**src/rtl/fp_add_normalize_round.sv**
```systemverilog
// Post-add normalize / round-to-nearest-even / pack stage for binary32 addition.
// Optional FP_NORM_LZC_EN: single-cycle leading-zero normalize instead of one bit per cycle.
module fp_add_normalize_round #(
    parameter int XLEN = 32
) (
    input  logic            clk,
    input  logic            rst,
    input  logic            in_valid,
    output logic            in_ready,
    input  logic            in_sign,
    input  logic [7:0]      in_exp,
    input  logic [27:0]     in_sum,
    input  logic            in_nan,
    input  logic            in_inf,
    output logic            out_valid,
    input  logic            out_ready,
    output logic [XLEN-1:0] result,
    output logic            overflow,
    output logic            underflow,
    output logic            exception
);
    typedef enum logic [1:0] {IDLE, NORM, ROUND, DONE} state_t;

    state_t            r_state;
    state_t            w_next;
    logic              r_sign;
    logic [9:0]        r_exp;
    logic [27:0]       r_m;
    logic [XLEN-1:0]   r_result;
    logic              r_ovf;
    logic              r_unf;
    logic              r_exc;

    logic              w_accept;
    logic [9:0]        w_e0;
    logic [27:0]       w_nm;
    logic [9:0]        w_ne;
    logic              w_norm_done;
    logic [24:0]       w_t;
    logic [9:0]        w_efin;
    logic [9:0]        w_efld;
    logic              w_ovf;
    logic              w_unf;
    logic [XLEN-1:0]   w_res;

    function automatic logic [24:0] rne_round(input logic [27:0] m);
        logic inc;
        inc = m[2] & (m[1] | m[0] | m[3]);
        return {1'b0, m[26:3]} + {24'd0, inc};
    endfunction

    assign w_accept = in_valid && in_ready;
    assign w_e0     = (in_exp == 8'd0) ? 10'd1 : {2'b00, in_exp};

`ifdef FP_NORM_LZC_EN
    logic [4:0] w_lz;
    logic [9:0] w_sh;

    always_comb begin
        w_lz = 5'd26;
        for (int i = 0; i <= 26; i++) begin
            if (r_m[i]) w_lz = 5'(26 - i);
        end
    end

    // Shift is clamped so the exponent never drops below 1 (denormal result).
    assign w_sh        = ({5'd0, w_lz} > (r_exp - 10'd1)) ? (r_exp - 10'd1) : {5'd0, w_lz};
    assign w_nm        = r_m << w_sh;
    assign w_ne        = r_exp - w_sh;
    assign w_norm_done = 1'b1;
`else
    assign w_nm        = (r_exp > 10'd1) ? (r_m << 1) : r_m;
    assign w_ne        = (r_exp > 10'd1) ? (r_exp - 10'd1) : r_exp;
    assign w_norm_done = w_nm[26] || (w_ne == 10'd1);
`endif

    // A denormal (hidden bit clear) has exponent field 0 unless rounding carries into bit 23.
    always_comb begin
        w_t    = rne_round(r_m);
        w_efin = r_exp + {9'd0, w_t[24]};
        w_efld = r_m[26] ? w_efin : {9'd0, w_t[23]};
        w_ovf  = (w_efld >= 10'd255);
        w_unf  = (w_efld == 10'd0) && (r_m[2] | r_m[1] | r_m[0]);
        w_res  = w_ovf ? {r_sign, 8'hFF, 23'd0} : {r_sign, w_efld[7:0], w_t[22:0]};
    end

    always_ff @(posedge clk) begin
        if (rst) r_state <= IDLE;
        else     r_state <= w_next;
    end

    always_comb begin
        w_next = r_state;
        case (r_state)
            IDLE: begin
                if (w_accept) begin
                    if (in_nan || in_inf || (in_sum == 28'd0)) w_next = DONE;
                    else if (in_sum[27] || in_sum[26])         w_next = ROUND;
                    else                                       w_next = NORM;
                end
            end
            NORM:    if (w_norm_done) w_next = ROUND;
            ROUND:   w_next = DONE;
            DONE:    if (out_ready) w_next = IDLE;
            default: w_next = IDLE;
        endcase
    end

    always_comb begin
        in_ready  = (r_state == IDLE) && !rst;
        out_valid = (r_state == DONE);
        result    = r_result;
        overflow  = r_ovf;
        underflow = r_unf;
        exception = r_exc;
    end

    always_ff @(posedge clk) begin
        if (rst) begin
            r_result <= '0;
            r_ovf    <= 1'b0;
            r_unf    <= 1'b0;
            r_exc    <= 1'b0;
        end else begin
            case (r_state)
                IDLE: begin
                    if (w_accept) begin
                        r_sign <= in_sign;
                        r_ovf  <= 1'b0;
                        r_unf  <= 1'b0;
                        r_exc  <= 1'b0;
                        r_m    <= in_sum;
                        r_exp  <= w_e0;
                        if (in_nan) begin
                            r_result <= 32'h7FC00000;
                            r_exc    <= 1'b1;
                        end else if (in_inf) begin
                            r_result <= {in_sign, 8'hFF, 23'd0};
                        end else if (in_sum == 28'd0) begin
                            r_result <= '0;
                        end else if (in_sum[27]) begin
                            r_m   <= {1'b0, in_sum[27:2], in_sum[1] | in_sum[0]};
                            r_exp <= w_e0 + 10'd1;
                        end
                    end
                end
                NORM: begin
                    r_m   <= w_nm;
                    r_exp <= w_ne;
                end
                ROUND: begin
                    r_result <= w_res;
                    r_ovf    <= w_ovf;
                    r_unf    <= w_unf;
                end
                default: ;
            endcase
        end
    end
endmodule

```
**config.mk**
```make
export PLATFORM = sky130hd
export DESIGN_NAME = fp_add_normalize_round
export DESIGN_NICKNAME = d
export VERILOG_FILES = /design/src/rtl/fp_add_normalize_round.sv
export SDC_FILE = /design/constraint.sdc
export NUM_CORES = 1
export LEC_CHECK = 0
export CAP_MARGIN = 20
export CORE_UTILIZATION = 58
export CTS_CLUSTER_SIZE = 20
export DETAILED_ROUTE_END_ITERATION = 8
export PLACE_DENSITY = 0.84
export SKIP_CTS_REPAIR_TIMING = 1
export SYNTH_ARGS = -nofsm -noshare
export SYNTH_HDL_FRONTEND = slang
export SYNTH_SLANG_ARGS = --single-unit
```
**constraint.sdc**
```tcl
create_clock -name clk -period 7.4 [get_ports clk]
set_input_delay 1.11 -clock clk [delete_from_list [all_inputs] [get_ports clk]]
set_output_delay 1.11 -clock clk [all_outputs]
set_load 0.1 [all_outputs]
```
==> metrics.md <==
| Metric | Value |
|---|---|
| Post-synth top area share | `24.0%` |
| Worst-path clk slew | `0.07 ns` |
| Final worst path period share | `between 50% and 60%` |
| Main synth FF type | `edfxtp_1` |
| TritonCTS clock tree | `built` |
| Gate Count Post-Synth | `545` |
| CORE AREA | `7810 µm²` |
| RSZ-0062 raised after global routing | `false` |
| Slew margin rel. | `34.2%` |
| Critical Path AT | `3.05 ns` |
| CTS sink count | `75` |
| Fin Setup TNS | `0 ns` |
| Cell taking the most area after synthesis | `edfxtp_1` |
| Pre-CTS setup slack | `3.25 ns` |
| Final std cells w/o fill | `712` |
| Critical Path End Type | `output pin` |
| Number of synthesis warnings | `0` |
| #FFs+latches synth | `between 70 and 80` |
| Cell area after synthesis | `4750 µm²` |
| WS Path Type | `primary input to output pin` |
| Final worst slack | `around 3.2 ns` |
| Most used cell, CP | `clkdlybuf4s50_1` |
| Final setup viols | `0` |
| Initial antenna violation count | `0` |
| ANT cells | `0` |
| Routed len/inst | `between 15 and 20 µm` |
| Final Util | `73.7%` |
| CTS buffer count | `9` |
| Largest cells by area after synthesis | `edfxtp_1, dfxtp_1, mux2i_1` |
| Leakage power | `between 1.5 and 2 nW` |
| Vias per Instance | `6.15` |
| First-pass GRT wire length | `~19 mm` |
| Starting Density | `between 60% and 70%` |
| Die area | `8550 µm²` |
| Pin count of the biggest net entering global routing | `72` |
| Distinct cells, synth | `57` |
| Async SR Flop Fraction | `0%` |
| Top-count cell post-synth | `nand2_1` |
| Clock Skew | `0.0161 ns` |
| Area grow syn2layout | `21.3%` |
| DP Cell Count | `around 700` |
| Detailed Route Iter0 Violations | `252` |
| Initial DRT Pass Iterations | `5` |
| CP max-delay cell | `clkdlybuf4s50_1` |
| Hold Fails Final Rpt | `0` |
| Die height | `92.5 µm` |
| Die Wd | `~92 µm` |
| Maximum VDD drop | `0.132 mV` |
| Sequential area share after synthesis | `around two fifths` |
| Worst Path Required | `6.29 ns` |
| Cell Chain, Critical Path | `clkdlybuf4s50_1 -> buf_4 -> nor2_1 -> clkdlybuf4s50_1` |
| Final antenna-violating net count | `0` |
| DP HPWL | `8.43 mm` |
| CTS Root Cell | `clkbuf_8` |
| Cell row count | `32` |
| Pwr dens | `294 nW/µm²` |
| Fin nets | `~660` |
| Grt total ovfl | `0` |
| Commonest cells post-synth | `nand2_1, nand3_1, edfxtp_1` |
| DRC viols | `0` |
| Time the worst path needs with I/O delays and setup | `4.16 ns` |
| I/O Pins | `80` |
| PortBufs | `79` |
| GR Util All Layers | `28.1%` |
| Worst setup SP type | `primary input` |
| CP max stage delay | `around 1.1 ns` |
| Slew Limit Fails | `0` |
| Status | `completed` |
| Number of synthesized flops with an enable pin | `38` |
| H-tree Lvls | `3` |
| Clock Latency Late Sink | `0.36 ns` |
| Syn Area/Cell | `8.71 µm²` |
| Via count | `between 4000 and 5000` |
| Clock Path Buffers | `2` |
| Post-Synthesis Net Count | `a little under 600` |
| WL final | `11.6 mm` |
| Layout cell share with drive strength beyond 1 | `slightly below 6%` |
| Filler cells | `603` |
| Hold Slack | `approximately 0.45 ns` |
| Worst-Margin Slew | `0.984 ns` |
| Maxcap violations | `0` |
| Number of global-route vias before repair | `3945` |
| Critical Path Fanout Max | `43` |
| RD Place Congestion | `around 0.9` |
| Worst hold path class | `register to register` |
| Maximum clock frequency | `0.240 GHz` |
-- routing by layer --
layer	track usage, %	routed length [µm]	vias to the layer above
met4	8.59	131	0
met1	39.0	5180	2026
met5	0	0	-
met2	44.1	5380	186
li1	-	-	2146
met3	5.58	902	19
-- registers in the layout, summed over array words and instances, names as in the netlist --
signal / cells
underflow: 1
r_state: 2
r_sign: 1
r_m: 27
result: 32
r_exp: 10
exception: 1
overflow: 1
-- metrics by stage --
step | area [µm²] | power (mW)
final | 5760 | 1.69
after global routing | 5760 | 1.78
after CTS | 5750 | 1.68
after detailed placement | 5560 | 1.39
after global placement | 5560 | 1.37
after floorplan | 4750 | 1.20
-- kinds of logic (layout without fill, tap and decap cells) --
family / count (synthesis) / in the layout / synth area share (%)
AOI/OAI and AO/OA: 113 / 113 / 15.6
DFF: 75 / 75 / 39.6
and+or+nand+nor: 229 / 229 / 24.3
xor gates and xnor gates: 37 / 37 / 6.83
muxes: 32 / 32 / 6.75
buffers and inverters: 50 / 115 / 4.53
adders and majority gates: 9 / 9 / 2.37
-- area by class of cell --
class,count,area (µm²),share of cell area (%)
multi-input combinational,420,2670,46.3
sequential,75,1880,32.7
timing repair buffer,87,855,14.8
tap,102,128,2.22
clock buffer,9,124,2.15
clock inverter,7,57.6,1.00
inverter,12,45.0,0.782
-- cells in the final DEF, fill, tap and decap left out, types with 9 or more instances in the layout --
master and instances:
o22ai_1 27, nand3_1 39, clkdlybuf4s50_1 79, xor2_1 19
mux2i_1 32, inv_1 12, edfxtp_1 38, nor3_1 16
clkbuf_8 9, xnor2_1 18, nor4_1 17, nand4_1 10
a21oi_1 32, dfxtp_1 37, nand2_1 71, nor2_1 31
-- power breakdown --
group | switching, mW | leakage, nW | total (mW) | internal (mW)
clock | 0.172 | 0.0886 | 0.299 | 0.127
sequential | 0.0992 | 0.654 | 0.646 | 0.547
combinational | 0.521 | 1.12 | 0.749 | 0.229
total | 0.792 | 1.86 | 1.69 | 0.903
-- final timing paths --
check                          startpoint                      end  slack [ns]  depth (start not counted)
hold / removal    result[29]$_SDFFE_PP0P_  result[29]$_SDFFE_PP0P_        0.45                          2
setup / recovery                      rst                 in_ready        3.24                          4
hold reg to reg   result[29]$_SDFFE_PP0P_  result[29]$_SDFFE_PP0P_        0.45                          2
setup reg to reg        r_m[10]$_DFFE_PP_   result[0]$_SDFFE_PP0P_        3.53                         12
-- critical path, delay by kind of cell --
family	cells	cell delay, ns
buffers and inverters	3	1.78
and+or+nand+nor	1	0.14
(Power assumes the default switching activity.)
